`src/rtl/cal_block_weighted.sv`:
```
// Weighted three-ring colour accumulator for one backlight block: integrates GRB
// pixels per frame, saturates, normalises and latches one colour per frame.
module cal_block_weighted #(
  parameter int CW        = 8,
  parameter int RC_W      = 7,
  parameter int ACC_W     = 16,
  parameter int R1_T      = 53,
  parameter int R1_B      = 53,
  parameter int R1_L      = 1,
  parameter int R1_R      = 1,
  parameter int R2_T      = 52,
  parameter int R2_B      = 53,
  parameter int R2_L      = 1,
  parameter int R2_R      = 3,
  parameter int R3_T      = 51,
  parameter int R3_B      = 53,
  parameter int R3_L      = 1,
  parameter int R3_R      = 2,
  parameter int SH1       = 1,
  parameter int SH2       = 4,
  parameter int SH3       = 6,
  parameter int OUT_SHIFT = 0
) (
  input  logic              clk,
  input  logic              rst,
  input  logic              frame_start,
  input  logic              frame_end,
  input  logic              data_rd,
  input  logic [3*CW-1:0]   GRBdata,
  input  logic [RC_W-1:0]   row_now,
  input  logic [RC_W-1:0]   col_now,
  output logic [3*CW-1:0]   result,
  output logic              result_valid,
  output logic [15:0]       pixel_cnt,
  output logic              busy
);

  typedef enum logic {S_IDLE, S_ACCUM} state_t;

  localparam int CH_MAX = (1 << CW) - 1;

  localparam logic [RC_W-1:0] R1_T_V = RC_W'(R1_T);
  localparam logic [RC_W-1:0] R1_B_V = RC_W'(R1_B);
  localparam logic [RC_W-1:0] R1_L_V = RC_W'(R1_L);
  localparam logic [RC_W-1:0] R1_R_V = RC_W'(R1_R);
  localparam logic [RC_W-1:0] R2_T_V = RC_W'(R2_T);
  localparam logic [RC_W-1:0] R2_B_V = RC_W'(R2_B);
  localparam logic [RC_W-1:0] R2_L_V = RC_W'(R2_L);
  localparam logic [RC_W-1:0] R2_R_V = RC_W'(R2_R);
  localparam logic [RC_W-1:0] R3_T_V = RC_W'(R3_T);
  localparam logic [RC_W-1:0] R3_B_V = RC_W'(R3_B);
  localparam logic [RC_W-1:0] R3_L_V = RC_W'(R3_L);
  localparam logic [RC_W-1:0] R3_R_V = RC_W'(R3_R);

  state_t            state_q;
  logic [ACC_W-1:0]  acc_q [3];
  logic [ACC_W-1:0]  acc_d [3];
  logic [15:0]       run_cnt_q;
  logic [15:0]       run_cnt_d;
  logic [3*CW-1:0]   result_q;
  logic [3*CW-1:0]   result_d;
  logic              result_valid_q;
  logic [15:0]       pixel_cnt_q;

  logic              hit1;
  logic              hit2;
  logic              hit3;
  logic              take;
  logic [CW-1:0]     ch_v;
  logic [CW-1:0]     add_v;
  logic [ACC_W:0]    sum_v;
  logic [ACC_W-1:0]  norm_v;

  function automatic logic in_rect(input logic [RC_W-1:0] r, input logic [RC_W-1:0] c,
                                   input logic [RC_W-1:0] t, input logic [RC_W-1:0] b,
                                   input logic [RC_W-1:0] l, input logic [RC_W-1:0] rr);
    return (r >= t) && (r <= b) && (c >= l) && (c <= rr);
  endfunction

  // data_rd is a valid-only strobe with no ready: every asserted cycle in ACCUM is
  // consumed on that clock edge, so the source never has to hold a pixel.
  always_comb begin
    hit1      = in_rect(row_now, col_now, R1_T_V, R1_B_V, R1_L_V, R1_R_V);
    hit2      = in_rect(row_now, col_now, R2_T_V, R2_B_V, R2_L_V, R2_R_V);
    hit3      = in_rect(row_now, col_now, R3_T_V, R3_B_V, R3_L_V, R3_R_V);
    take      = (state_q == S_ACCUM) && data_rd && (hit1 || hit2 || hit3);
    run_cnt_d = (take && (run_cnt_q != 16'hFFFF)) ? run_cnt_q + 16'd1 : run_cnt_q;
    ch_v      = '0;
    add_v     = '0;
    sum_v     = '0;
    norm_v    = '0;
    result_d  = '0;
    for (int c = 0; c < 3; c++) begin
      ch_v = GRBdata[c*CW +: CW];
      // Inner ring wins so a pixel is weighted exactly once.
      if (hit1)      add_v = ch_v >> SH1;
      else if (hit2) add_v = ch_v >> SH2;
      else           add_v = ch_v >> SH3;
      sum_v = {1'b0, acc_q[c]} + (ACC_W+1)'(add_v);
      if (!take)          acc_d[c] = acc_q[c];
      else if (sum_v[ACC_W]) acc_d[c] = '1;
      else                acc_d[c] = sum_v[ACC_W-1:0];
      norm_v = acc_d[c] >> OUT_SHIFT;
      result_d[c*CW +: CW] = (norm_v > ACC_W'(CH_MAX)) ? '1 : norm_v[CW-1:0];
    end
  end

  always_ff @(posedge clk or negedge rst) begin
    if (!rst) begin
      state_q        <= S_IDLE;
      run_cnt_q      <= '0;
      result_q       <= '0;
      result_valid_q <= 1'b0;
      pixel_cnt_q    <= '0;
      for (int c = 0; c < 3; c++) acc_q[c] <= '0;
    end else begin
      result_valid_q <= 1'b0;
      case (state_q)
        S_IDLE: begin
          if (frame_start) begin
            for (int c = 0; c < 3; c++) acc_q[c] <= '0;
            run_cnt_q <= '0;
            state_q   <= S_ACCUM;
          end
        end
        S_ACCUM: begin
          if (frame_end) begin
            result_q       <= result_d;
            pixel_cnt_q    <= run_cnt_d;
            result_valid_q <= 1'b1;
          end
          // frame_start always wins the accumulator: restart after an optional latch.
          if (frame_start) begin
            for (int c = 0; c < 3; c++) acc_q[c] <= '0;
            run_cnt_q <= '0;
          end else begin
            for (int c = 0; c < 3; c++) acc_q[c] <= acc_d[c];
            run_cnt_q <= run_cnt_d;
            if (frame_end) state_q <= S_IDLE;
          end
        end
        default: state_q <= S_IDLE;
      endcase
    end
  end

  assign result       = result_q;
  assign result_valid = result_valid_q;
  assign pixel_cnt    = pixel_cnt_q;
  assign busy         = (state_q == S_ACCUM);

endmodule

```
`config.mk`:
```
export PLATFORM = sky130hd
export DESIGN_NAME = cal_block_weighted
export DESIGN_NICKNAME = d
export VERILOG_FILES = /design/src/rtl/cal_block_weighted.sv
export SDC_FILE = /design/constraint.sdc
export NUM_CORES = 1
export LEC_CHECK = 0
export BUFFER_PORTS_ARGS = -buffer_cell sky130_fd_sc_hd__buf_4
export CAP_MARGIN = 20
export CORE_MARGIN = 1
export CORE_UTILIZATION = 40
export CTS_CLUSTER_DIAMETER = 150
export DETAILED_ROUTE_END_ITERATION = 10
export GPL_ROUTABILITY_DRIVEN = 0
export MAX_ROUTING_LAYER = met4
export PLACE_DENSITY = 0.57
export SLEW_MARGIN = 20
export SYNTH_ARGS = -nofsm -noshare
export SYNTH_HDL_FRONTEND = slang
export SYNTH_SLANG_ARGS = --single-unit
```
`constraint.sdc`:
```
create_clock -name clk -period 3.25 [get_ports clk]
set_input_delay 0 -clock clk [delete_from_list [all_inputs] [get_ports clk]]
set_output_delay 0 -clock clk [all_outputs]
set_load 0.03 [all_outputs]
```
* After elaboration in Yosys (flattened, before gate mapping)
Cells that the tools add are included.
Storage, ports and cells: bits in registers 106
Operators by class: add/sub/neg operators 4, $lt $le $gt $ge 11, equality and inequality tests 2, multiplexer cells 28, bitwise operators 1, reductions and logical operators 15
Operators with widths (count):
- $mux 16 | 9
- $mux 48 | 2
- $pmux 48 s2 | 1
- $add 16x8->17 | 3
- $gt 16x8->1 const B | 3
- $mux 8 | 6
- $pmux 16 s2 | 1
- $ge 7x6->1 const B | 3
- $add 16x1->16 const B | 1
- $ne 16x16->1 const B | 1
- $le 7x2->1 const B | 2
- $logic_and 1x1->1 | 12
- $mux 4 | 3
- $ge 7x1->1 const B | 1
- $le 7x1->1 const B | 1
- $le 7x6->1 const B | 1
- $mux 1 | 5
- $logic_or 1x1->1 | 2
- $ne 2x2->1 const B | 1
- $pmux 1 s2 | 1
- $reduce_and 2->1 | 1
- $not 1->1 | 1

* Depth between registers and ports, before layout
depth in word-level cells 11, gate-level depth with buffers 19

* Worst setup path before layout
OpenSTA, ideal clock, no wires.
path kind input-to-reg, from input col_now[3], to register result_q[7] (netlist: result[7]), setup time 0.136 ns, data arrival time 3.922 ns, required time 3.114 ns, path slack -0.809 ns, stages on the path 19, cells stage by stage or4_1 -> nor4_1 -> and2_1 -> clkbuf_1 -> buf_2 -> mux2i_1 -> o21ai_0 -> ha_1 -> inv_1 -> fa_1 -> nor2b_1 -> o31a_1 -> o41a_1 -> and2_1 -> clkbuf_1 -> o21ai_0 -> o211ai_1 -> nor4b_4 -> a21oi_1
On the way: cells in the longest elaborated chain, start to end 10, elaborated cells on any way between the ends 20, classes of those cells 1 x add/sub; 5 x order compare; 5 x mux; 9 x reduce/logical
Ends and longest elaborated chain:
- from (decl) | RTL line 31 | input logic [RC_W-1:0] col_now,
- $ge 7x1->1 | RTL line 77 | return (r >= t) && (r <= b) && (c >= l) && (c <= rr);
- $logic_and 1x1->1 (2 in a row) | RTL line 77
- $mux 4 | RTL line 97 | else if (hit2) add_v = ch_v >> SH2;
- $mux 8 | RTL line 96 | if (hit1) add_v = ch_v >> SH1;
- $add 16x8->17 | RTL line 99 | sum_v = {1'b0, acc_q[c]} + (ACC_W+1)'(add_v);
- $mux 16 | RTL line 101 | else if (sum_v[ACC_W]) acc_d[c] = '1;
- $mux 16 * | RTL line 100 | if (!take) acc_d[c] = acc_q[c];
- $gt 16x8->1 | RTL line 104 | result_d[c*CW +: CW] = (norm_v > ACC_W'(CH_MAX)) ? '1 : norm_v[CW-1:0];
- $mux 8 * | RTL line 104
- to (signal assigned) | RTL line 128 | result_q <= result_d;
- to (decl) | RTL line 60 | logic [3*CW-1:0] result_q;
Every way passes the cells marked *; elsewhere a longest branch is shown, timed or not. A chain may end at the register's enable or synchronous reset.

* Final worst setup path
from input col_now[3], to register result_q[1] (netlist: result[1])
The elaborated chain is that of the path after synthesis.

==> results.py <==
metrics = {
    "floorplan": {
        "initial_core_util": 0.409,
        "dieHeight_um": 127,
        "design.core.area_um2": 15200,
        "ios": 85,
        "core.rowCount": 45,
        "die-area_um2": 16100,
        "fp.dieW_um": 127,
    },
    "power_and_ir_drop": {
        "p_leak_uw": 0.00399,
        "power_uw": 2970,
        "power.density_nw_per_um2": 336,
        "peakVddDrop_uv": 325,
    },
    "route": {
        "ant_nets": 0,
        "wl_um": 18000,
        "drt_iter0_markers": 312,
        "dr_total_vias": 5851,
        "drc": 0,
        "wl_per_cell_um": 16.7,
        "firstDrtPassIters": 5,
        "viasPerCell": 5.42,
    },
    "logic_synthesis": {
        "synth_area_leaders": "dfrtp_1 43%, nor2_1 7.7%, a21oi_1 4.7%",
        "synth_edf_count": 0,
        "synth_cell_types": 63,
        "syn-mean-instance-area_um2": 8.94,
        "synth_cells": 696,
        "synth_area_um2": 6220,
        "synth_common_cells": "127 x nor2_1, 106 x dfrtp_1, 58 x a21oi_1, 56 x nand2_1, 24 x clkbuf_1",
        "synth-async-reset-ratio": 1.00,
        "synth_area_leader_cell": "dfrtp_1",
        "ys_ff_latch": 106,
        "yosysTopAreaCellShare": 0.426,
        "syn_nets": 764,
        "ys.flop_type": "dfrtp_1",
        "synth-seq-area-share": 0.426,
        "synth_most_common_cell": "nor2_1",
        "yosys_warnings": 0,
    },
    "global_route": {
        "overflow": 0,
        "grt_max_degree": 66,
        "antenna_found_initial": 0,
        "track_usage": 0.234,
        "grt_pass1_wl_um": 28900,
        "grt_pass1_vias": 5906,
    },
    "timing": {
        "hold_viol": 0,
        "fmax_ghz": 0.280,
        "rsz0062_at_grt": "true",
        "slew_headroom": 0.494,
        "period_share": 1.10,
        "slew_violations": 0,
        "worstMarginPinSlew_ps": 759,
        "fin_crit_ps": 3570,
        "finClkSkew_ps": 13.9,
        "finalWorstSetupSlack_ps": -320,
        "setup_viol": 28,
    },
    "clocking": {
        "cts_inserted_buffers": 9,
        "clock_path_buffers": 2,
        "insertion_delay_ps": 360,
        "cts_sinks": 106,
        "clkTransAtPathRegs_ps": 80,
        "root_buffer": "clkbuf_16",
        "cts_tree": "yes",
        "htreeDepth": 3,
    },
    "status": {
        "violations": "setup timing",
        "status": "finished, violations left",
    },
    "critical_path": {
        "crit_type": "primary input to register",
        "cp-end-kind": "register",
        "cp_num_buf_inv": 5,
        "slowest_delay_ps": 560,
        "critPathRequiredTime_ps": 3480,
        "path_cells": "buf_6, or4_4, nor4_4, and2_4, buf_8, mux2i_1, o21ai_2, ha_2, inv_2, fa_2, nor2b_4, o31a_1, o41a_1, and2_4, buf_12, a21oi_4, a31oi_4, nor4b_4, buf_6, a21oi_1",
        "crit_fanout": 8,
        "crit_path_start_kind": "primary input",
        "crit_arrival_ps": 3800,
        "crit_path_top_delay_cell": "or4_4",
        "critPathTopFamily": "simple AND/OR/NAND/NOR gates",
    },
    "place": {
        "dp.cells": 1029,
        "portBuffers": 81,
        "dpl.hpwl_um": 12500,
        "dp_slack_ps": -902,
    },
    "cells_and_area": {
        "nNetsFinal": 955,
        "area_growth_pct": 42.2,
        "final_util": 0.582,
        "antenna_cells": 0,
        "drive_gt1_frac": 0.385,
        "nFillCells": 1339,
        "instances_no_fill": 1080,
    },
    "flow_run": {
        "timing.max_cap.violations": 0,
    },
    "worst_hold_path": {
        "hold_class": "primary input to register",
    },
}
## layer usage
layer  track usage  up-vias  part of all wire
met4        0.0861        0             0.021
met5             -        -                 0
met3        0.0346       29             0.035
met1         0.303     2844              0.47
met2         0.375      133              0.47
li1              -     2845                 -
## logic make-up (layout without fill, tap and decap cells)
family | Yosys count | in the layout | synth area share
and+or+nand+nor | 300 | 300 | 0.238
xor gates and xnor gates | 30 | 30 | 0.0422
adders and majority gates | 25 | 25 | 0.0539
muxes | 20 | 20 | 0.0336
AOI/OAI and AO/OA | 165 | 165 | 0.176
buffers and inverters | 50 | 246 | 0.0308
DFF | 106 | 106 | 0.426
## report_power, final
part           total [µW]  switching [µW]  internal (µW)
registers            1420            38.9           1380
logic                 471             288            182
clock network        1080             530            554
total                2970             858           2120
## worst paths after layout
check                                   start             to  slack, ps  cells past startpoint
worst max register to register      acc_q[32]      result[1]        430                     13
min in group asynchronous                 rst      acc_q[19]        170                      2
worst min-delay path              frame_start      acc_q[17]        160                      2
worst min register to register  pixel_cnt[12]  pixel_cnt[12]        520                      1
max in group asynchronous                 rst   pixel_cnt[0]       2310                      3
worst max-delay path               col_now[3]      result[1]       -320                     20
## sequential cells by signal, summed over array words and instances, names as in the netlist
name	count
run_cnt_q	16
result	24
result_valid	1
acc_q	48
pixel_cnt	16
busy	1
## final cells by class
type                       count  area (µm²)  area share
multi-input combinational    540        3890       0.439
timing repair buffer         209        1710       0.193
clock inverter                 5        46.3     0.00523
inverter                      21        78.8     0.00891
clock buffer                  11         243      0.0274
sequential                   106        2650       0.300
tap                          188         235      0.0266
## repair_timing
action,4_1_cts,5_1_grt
gates resized for setup,54,81
endpoints found under the hold margin,43,0
endpoints found under the setup margin,43,60
hold buffers,2,0
gates cloned,1,0
buffers inserted,21,14
pin swaps,30,26
## stage by stage
step	TNS, ps	hold slack [ps]	area [µm²]
floorplan	-13850	-296	6280
global placement	-27380	27.8	7720
detailed placement	-33050	40.9	7720
CTS	-4320	192	8370
global route	-10540	209	8850
finish	-5780	163	8850
## cells in the final DEF, fill, tap and decap left out, types with 4 or more instances in the layout
cell type,instances
nand4_1,9
and2_1,10
and3_1,9
dfrtp_1,106
clkbuf_16,9
o22ai_2,11
nand2_1,49
nor3_1,15
a211oi_2,5
buf_6,21
nand2_2,4
and2_4,4
o21a_1,13
o211ai_1,6
nor2b_1,5
ha_1,18
nand3_1,20
o21ai_0,11
inv_2,4
xnor2_1,18
a21o_1,4
xor2_1,12
o21ai_2,9
nor2_1,124
buf_4,181
a21oi_2,22
inv_1,17
o22ai_1,5
or3_1,4
o21ai_1,6
a21oi_1,40
mux2i_1,13
Power figures use the tool's default switching activity.
